==> config.mk <==
export PLATFORM = sky130hd
export DESIGN_NAME = cpu_memory_interface_flat
export DESIGN_NICKNAME = d
export VERILOG_FILES = /design/src/rtl/cpu_memory_interface_if.sv /design/src/rtl/cpu_memory_interface.sv /design/src/flat_wrapper.sv
export SDC_FILE = /design/constraint.sdc
export NUM_CORES = 1
export LEC_CHECK = 0
export ABC_AREA = 1
export CORE_MARGIN = 1
export CORE_UTILIZATION = 34
export CTS_BUF_LIST = sky130_fd_sc_hd__clkbuf_8 sky130_fd_sc_hd__clkbuf_16
export CTS_CLUSTER_SIZE = 28
export DETAILED_ROUTE_END_ITERATION = 7
export PLACE_DENSITY = 0.78
export SYNTH_ARGS = -nofsm -noshare
export SYNTH_HDL_FRONTEND = slang
export SYNTH_SLANG_ARGS = --single-unit
==> constraint.sdc <==
create_clock -name clock -period 1.5 [get_ports clock]
set_input_delay 0.225 -clock clock [delete_from_list [all_inputs] [get_ports clock]]
set_output_delay 0.225 -clock clock [all_outputs]
set_load 0.01 [all_outputs]
==> src/rtl/cpu_memory_interface_if.sv <==
`default_nettype none
// ============================================================================
// cpu_memory_interface_if : data-bus signals between the CPU and memory.
// Revision 1.0
// ============================================================================
interface cpu_memory_interface_if;
    logic        dcpu_request;
    logic        dcpu_write;
    logic [31:0] dcpu_address;
    logic [3:0]  dcpu_wmask;
    logic [31:0] dcpu_wdata;
    logic        dcpu_ack;
    logic [31:0] dcpu_rdata;

    modport master (
        output dcpu_request,
        output dcpu_write,
        output dcpu_address,
        output dcpu_wmask,
        output dcpu_wdata,
        input  dcpu_ack,
        input  dcpu_rdata
    );

    modport slave (
        input  dcpu_request,
        input  dcpu_write,
        input  dcpu_address,
        input  dcpu_wmask,
        input  dcpu_wdata,
        output dcpu_ack,
        output dcpu_rdata
    );
endinterface
`default_nettype wire

==> src/rtl/cpu_memory_interface.sv <==
`default_nettype none
// ============================================================================
// cpu_memory_interface : data-side load/store port, one outstanding access.
// Revision 1.0
// ============================================================================
module cpu_memory_interface #(
    parameter int TIMEOUT_CYCLES = 0
) (
    input  logic                   clock,
    input  logic                   reset,
    input  logic [5:0]             p3_op_i,
    input  logic [31:0]            p3_addr_i,
    input  logic [31:0]            p3_wdata_i,
    input  logic                   stall_i,
    cpu_memory_interface_if.master dbus,
    output logic                   p3_misaligned_o,
    output logic                   p4_read_pending_o,
    output logic                   p4_write_pending_o,
    output logic [31:0]            p4_mem_rdata_o,
    output logic                   p4_bus_error_o
);

    localparam logic [5:0] OP_LD   = 6'h01;
    localparam logic [5:0] OP_LDB  = 6'h10;
    localparam logic [5:0] OP_LDH  = 6'h11;
    localparam logic [5:0] OP_LDW  = 6'h12;
    localparam logic [5:0] OP_LDBU = 6'h13;
    localparam logic [5:0] OP_LDHU = 6'h14;
    localparam logic [5:0] OP_STB  = 6'h18;
    localparam logic [5:0] OP_STH  = 6'h19;
    localparam logic [5:0] OP_STW  = 6'h1A;

    localparam logic [1:0] SZ_B = 2'd0;
    localparam logic [1:0] SZ_H = 2'd1;
    localparam logic [1:0] SZ_W = 2'd2;

    localparam bit TO_EN = (TIMEOUT_CYCLES > 0);
    localparam int CNT_W = TO_EN ? $clog2(TIMEOUT_CYCLES + 1) : 1;
    localparam logic [CNT_W-1:0] TO_LAST = TO_EN ? CNT_W'(TIMEOUT_CYCLES - 1) : '0;

    typedef enum logic [0:0] {
        S_IDLE = 1'b0,
        S_WAIT = 1'b1
    } state_t;

    state_t           state_q;
    logic             is_write_q;
    logic [1:0]       size_q;
    logic             sext_q;
    logic [1:0]       addr_lo_q;
    logic [CNT_W-1:0] cnt_q;
    logic [31:0]      rdata_q;
    logic             bus_error_q;

    logic        is_load;
    logic        is_store;
    logic [1:0]  size;
    logic        sext;
    logic        request;
    logic        waiting;
    logic        timeout_hit;
    logic [7:0]  lane_b;
    logic [15:0] lane_h;
    logic [31:0] load_fmt_d;

    always_comb begin
        is_load  = 1'b0;
        is_store = 1'b0;
        size     = SZ_W;
        sext     = 1'b0;
        case (p3_op_i)
            OP_LDB:  begin is_load  = 1'b1; size = SZ_B; sext = 1'b1; end
            OP_LDH:  begin is_load  = 1'b1; size = SZ_H; sext = 1'b1; end
            OP_LDW:  begin is_load  = 1'b1; size = SZ_W; end
            OP_LDBU: begin is_load  = 1'b1; size = SZ_B; end
            OP_LDHU: begin is_load  = 1'b1; size = SZ_H; end
            OP_STB:  begin is_store = 1'b1; size = SZ_B; end
            OP_STH:  begin is_store = 1'b1; size = SZ_H; end
            OP_STW:  begin is_store = 1'b1; size = SZ_W; end
            OP_LD:   ;
            default: ;
        endcase
    end

    assign p3_misaligned_o = (is_load | is_store) &
                             (((size == SZ_H) & p3_addr_i[0]) |
                              ((size == SZ_W) & (|p3_addr_i[1:0])));

    assign request           = (is_load | is_store) & ~p3_misaligned_o & ~stall_i & reset;
    assign dbus.dcpu_request = request;
    assign dbus.dcpu_write   = is_store;
    assign dbus.dcpu_address = {p3_addr_i[31:2], 2'b00};

    // Store data is replicated across every lane so the bus only needs the mask.
    always_comb begin
        dbus.dcpu_wmask = 4'b0000;
        dbus.dcpu_wdata = p3_wdata_i;
        if (is_store) begin
            case (size)
                SZ_B: begin
                    dbus.dcpu_wmask = 4'b0001 << p3_addr_i[1:0];
                    dbus.dcpu_wdata = {4{p3_wdata_i[7:0]}};
                end
                SZ_H: begin
                    dbus.dcpu_wmask = p3_addr_i[1] ? 4'b1100 : 4'b0011;
                    dbus.dcpu_wdata = {2{p3_wdata_i[15:0]}};
                end
                default: dbus.dcpu_wmask = 4'b1111;
            endcase
        end
    end

    always_comb begin
        case (addr_lo_q)
            2'd0:    lane_b = dbus.dcpu_rdata[7:0];
            2'd1:    lane_b = dbus.dcpu_rdata[15:8];
            2'd2:    lane_b = dbus.dcpu_rdata[23:16];
            default: lane_b = dbus.dcpu_rdata[31:24];
        endcase
        lane_h = addr_lo_q[1] ? dbus.dcpu_rdata[31:16] : dbus.dcpu_rdata[15:0];
        case (size_q)
            SZ_B:    load_fmt_d = {{24{sext_q & lane_b[7]}}, lane_b};
            SZ_H:    load_fmt_d = {{16{sext_q & lane_h[15]}}, lane_h};
            default: load_fmt_d = dbus.dcpu_rdata;
        endcase
    end

    assign waiting     = (state_q == S_WAIT);
    assign timeout_hit = TO_EN && (cnt_q == TO_LAST);

    always_ff @(posedge clock) begin
        if (!reset) begin
            state_q     <= S_IDLE;
            is_write_q  <= 1'b0;
            size_q      <= SZ_W;
            sext_q      <= 1'b0;
            addr_lo_q   <= 2'b00;
            cnt_q       <= '0;
            rdata_q     <= 32'h0;
            bus_error_q <= 1'b0;
        end else begin
            // An advancing instruction starts with a clean error flag.
            if (!stall_i) begin
                bus_error_q <= 1'b0;
            end
            case (state_q)
                S_IDLE: begin
                    if (request) begin
                        state_q    <= S_WAIT;
                        is_write_q <= is_store;
                        size_q     <= size;
                        sext_q     <= sext;
                        addr_lo_q  <= p3_addr_i[1:0];
                        cnt_q      <= '0;
                    end
                end
                S_WAIT: begin
                    if (dbus.dcpu_ack) begin
                        state_q <= S_IDLE;
                        if (!is_write_q) begin
                            rdata_q <= load_fmt_d;
                        end
                    end else if (timeout_hit) begin
                        state_q     <= S_IDLE;
                        bus_error_q <= 1'b1;
                        rdata_q     <= 32'h0;
                    end else if (TO_EN) begin
                        cnt_q <= cnt_q + 1'b1;
                    end
                end
                default: state_q <= S_IDLE;
            endcase
        end
    end

    assign p4_read_pending_o  = waiting & ~is_write_q & ~dbus.dcpu_ack;
    assign p4_write_pending_o = waiting &  is_write_q & ~dbus.dcpu_ack;
    assign p4_mem_rdata_o     = (waiting & dbus.dcpu_ack) ? load_fmt_d : rdata_q;
    assign p4_bus_error_o     = bus_error_q;

endmodule
`default_nettype wire
==> src/flat_wrapper.sv <==
// flat-port wrapper written by rule: the top's interface ports become plain ports
module cpu_memory_interface_flat 
#(
    parameter int TIMEOUT_CYCLES = 0
)
  (clock, reset, p3_op_i, p3_addr_i, p3_wdata_i, stall_i, p3_misaligned_o, p4_read_pending_o, p4_write_pending_o, p4_mem_rdata_o, p4_bus_error_o, dbus_dcpu_request, dbus_dcpu_write, dbus_dcpu_address, dbus_dcpu_wmask, dbus_dcpu_wdata, dbus_dcpu_ack, dbus_dcpu_rdata);
  cpu_memory_interface_if dbus_i ();
  input  logic clock;
  input  logic reset;
  input  logic [5:0] p3_op_i;
  input  logic [31:0] p3_addr_i;
  input  logic [31:0] p3_wdata_i;
  input  logic stall_i;
  output logic p3_misaligned_o;
  output logic p4_read_pending_o;
  output logic p4_write_pending_o;
  output logic [31:0] p4_mem_rdata_o;
  output logic p4_bus_error_o;
  output wire logic [$bits(dbus_i.dcpu_request)-1:0] dbus_dcpu_request;
  output wire logic [$bits(dbus_i.dcpu_write)-1:0] dbus_dcpu_write;
  output wire logic [$bits(dbus_i.dcpu_address)-1:0] dbus_dcpu_address;
  output wire logic [$bits(dbus_i.dcpu_wmask)-1:0] dbus_dcpu_wmask;
  output wire logic [$bits(dbus_i.dcpu_wdata)-1:0] dbus_dcpu_wdata;
  input wire logic [$bits(dbus_i.dcpu_ack)-1:0] dbus_dcpu_ack;
  input wire logic [$bits(dbus_i.dcpu_rdata)-1:0] dbus_dcpu_rdata;
  assign dbus_dcpu_request = dbus_i.dcpu_request;
  assign dbus_dcpu_write = dbus_i.dcpu_write;
  assign dbus_dcpu_address = dbus_i.dcpu_address;
  assign dbus_dcpu_wmask = dbus_i.dcpu_wmask;
  assign dbus_dcpu_wdata = dbus_i.dcpu_wdata;
  assign dbus_i.dcpu_ack = dbus_dcpu_ack;
  assign dbus_i.dcpu_rdata = dbus_dcpu_rdata;
  cpu_memory_interface #(.TIMEOUT_CYCLES(TIMEOUT_CYCLES)) u_core (.clock(clock), .reset(reset), .p3_op_i(p3_op_i), .p3_addr_i(p3_addr_i), .p3_wdata_i(p3_wdata_i), .stall_i(stall_i), .dbus(dbus_i), .p3_misaligned_o(p3_misaligned_o), .p4_read_pending_o(p4_read_pending_o), .p4_write_pending_o(p4_write_pending_o), .p4_mem_rdata_o(p4_mem_rdata_o), .p4_bus_error_o(p4_bus_error_o));
endmodule
==> flow_summary.json <==
{
  "cp_data_required_time_ps": 1270,
  "placed_area_mm2": 0.00553,
  "finClkSkew_ps": 10.6,
  "r2r_cells": 14,
  "grt_pass1_vias": 4706,
  "reg2reg_setup_slack_ps": -310,
  "start_util": 0.350,
  "fin_crit_ps": 1990,
  "p_sw_w": 0.000889,
  "grt_usage": 0.267,
  "numPortBuffers": 148,
  "synth_area_leader_cell": "dfxtp_1",
  "cap_violations": 0,
  "yosysMostFrequentCell": "nand2_1",
  "synth-main-ff-cell": "dfxtp_1",
  "p_int_w": 0.00207,
  "num_io_pins": 212,
  "htree_levels": 2,
  "vias": 5005,
  "seq_power_share": 0.351,
  "r2r-start": "u_core.addr_lo_q[1]",
  "p_leak_nw": 3.31,
  "status": "complete, but fails checks",
  "hold_viol": 0,
  "numCtsBuffers": 5,
  "synth_area_mm2": 0.00341,
  "min_path_type": "in2reg",
  "critPathCaptureType": "output pin",
  "ys_ff_latch": 39,
  "drive_gt1_frac": 0.491,
  "wl_per_cell_um": 17.1,
  "ant_nets": 0,
  "fin_cells": 945,
  "p_clk_frac": 0.322,
  "place.gp.congestion": 0.908,
  "cp-start-kind": "register",
  "netlist_top_cells_area": "dfxtp_1, nand2_1, buf_4, inv_1, o21ai_0",
  "tritoncts": "yes",
  "arrival_ps": 1760,
  "grt_max_degree": 47,
  "violations": "negative setup slack",
  "die-height_um": 102,
  "routed_wl_um": 16100,
  "p_comb_frac": 0.327,
  "hpwlAfterDp_um": 9360,
  "drc": 0,
  "rsz0062_at_grt": "true",
  "placed_cells": 886,
  "synth_seq_area_share": 0.229,
  "swShare": 0.300,
  "clk_latency_ps": 310,
  "core-area_mm2": 0.00973,
  "row_count": 36,
  "yosysUniqueCellTypes": 36,
  "cts_root_buf": "clkbuf_8",
  "fmax_mhz": 503,
  "synthTopCellsByCount": "nand2_1, inv_1, nor2_1",
  "crit_end": "p4_mem_rdata_o[31]",
  "netlist.area_leader.share": 0.229,
  "setup_ws_ps": -489,
  "final_nets": 917,
  "grt_antenna_before_repair": 0,
  "clock-sinks": 39,
  "ys_warn_count": 0,
  "period_share": 1.33,
  "grt_pass1_wl_um": 21700,
  "r2r_end": "u_core.rdata_q[24]",
  "synthArstFlopShare": 0,
  "syn_inst": 595,
  "whs_ps": 320,
  "drtIter0Drc": 270,
  "clk_pin_slew_ps": 70,
  "critical_path_class": "reg2out",
  "syn_area_per_cell_um2": 5.72,
  "grt_overflow_total": 0,
  "crit_fanout": 8,
  "routed_via_density": 5.30,
  "utilization": 0.702,
  "die-area_mm2": 0.0104,
  "finish.instance_area_mm2": 0.00683,
  "dieWidth_um": 102,
  "clock_path_buffers": 2,
  "vdd_drop_max_mv": 0.336,
  "drt-pass1-iter-count": 5,
  "syn2layout_area_growth_pct": 100,
  "setup_viol": 66,
  "synth_edf_count": 0,
  "antenna_cells": 0,
  "drv_slew": 0,
  "crit_start": "u_core.addr_lo_q[1]",
  "power_density_mw_per_mm2": 434
}
## layer usage
| metal | vias to the layer above | routed length [µm] | track usage |
|---|---|---|---|
| met4 | 0 | 828 | 0.153 |
| met5 | - | 0 | 0 |
| met3 | 77 | 1050 | 0.0602 |
| met1 | 2369 | 5660 | 0.271 |
| li1 | 2277 | - | - |
| met2 | 282 | 8600 | 0.502 |
## how the worst min path moves through the flow
stage	startpoint	end	slack (ps)	cells past startpoint
floorplan	p3_addr_i[1]	u_core.addr_lo_q[1]	360	2
CTS	p3_op_i[1]	u_core.sext_q	390	5
detailed placement	p3_addr_i[12]	dbus_dcpu_address[12]	450	0
global placement	p3_addr_i[12]	dbus_dcpu_address[12]	450	0
finish	dbus_dcpu_ack	u_core.state_q	320	3
global route	dbus_dcpu_ack	u_core.state_q	340	3
## what timing repair did
action,CTS,global route
endpoints found under the setup margin,97,99
setup buffers,38,18
gates resized for setup,454,180
pin swaps,43,56
cloned,3,1
hold buffers,0,0
## cell usage in the layout, fill, tap and decap left out, drive strengths merged, types with 16 or more instances in the layout
cell | netlist | final
clkdlybuf4s50 | 0 | 62
nand3 | 43 | 43
inv | 79 | 79
o21ai | 66 | 66
a31oi | 16 | 16
a21oi | 28 | 28
nor2 | 72 | 72
nand2 | 164 | 164
dfxtp | 39 | 39
buf | 56 | 198
## registers in the layout, indices dropped and copies added, names as in the netlist
register           cells
u_core.is_write_q      1
u_core.size_q          2
u_core.sext_q          1
u_core.addr_lo_q       2
u_core.state_q         1
u_core.rdata_q        32
## final cells by class
type / count / area, µm²
Timing Repair Buffer: 277 / 2560
Clock buffer: 6 / 82.6
Inverter: 80 / 334
Tap cell: 133 / 166
Multi-Input combinational cell: 407 / 2850
Timing Repair inverter: 1 / 6.26
Fill cell: 681 / 2900
Clock inverter: 2 / 35.0
Sequential cell: 39 / 795
## kinds of logic after synthesis
family,share of synthesized area
buffers and inverters,0.227
AO/OA/AOI/OAI,0.190
flip-flops,0.229
other,0.00110
AND/OR/NAND/NOR,0.353
## power by group through the flow
stage,combinational (W),clock [W],sequential (W)
floorplan,0.000353,0,0.00107
global placement,0.000732,0,0.00107
detailed placement,0.000740,0,0.00107
CTS,0.000802,0.000948,0.00104
global route,0.00102,0.00100,0.00104
finish,0.000968,0.000954,0.00104
## per-stage QoR
step	setup slack (ps)	total power (W)	TNS (ps)
floorplan	-20.8	0.00142	-372
global placement	-968	0.00180	-62700
detailed placement	-1040	0.00181	-66950
CTS	-418	0.00279	-12950
global route	-540	0.00306	-22070
finish	-489	0.00296	-16710
## critical path, stage by stage, from the launching register on
cell and delay (ps):
dfxtp_4 430, buf_6 120, o21ai_2 60, nand3_2 100, nand3_2 90, nand2_2 90
nand2_4 100, buf_12 180, a31oi_4 160, buf_6 130
Note: power is estimated with default switching activity, not from simulation.
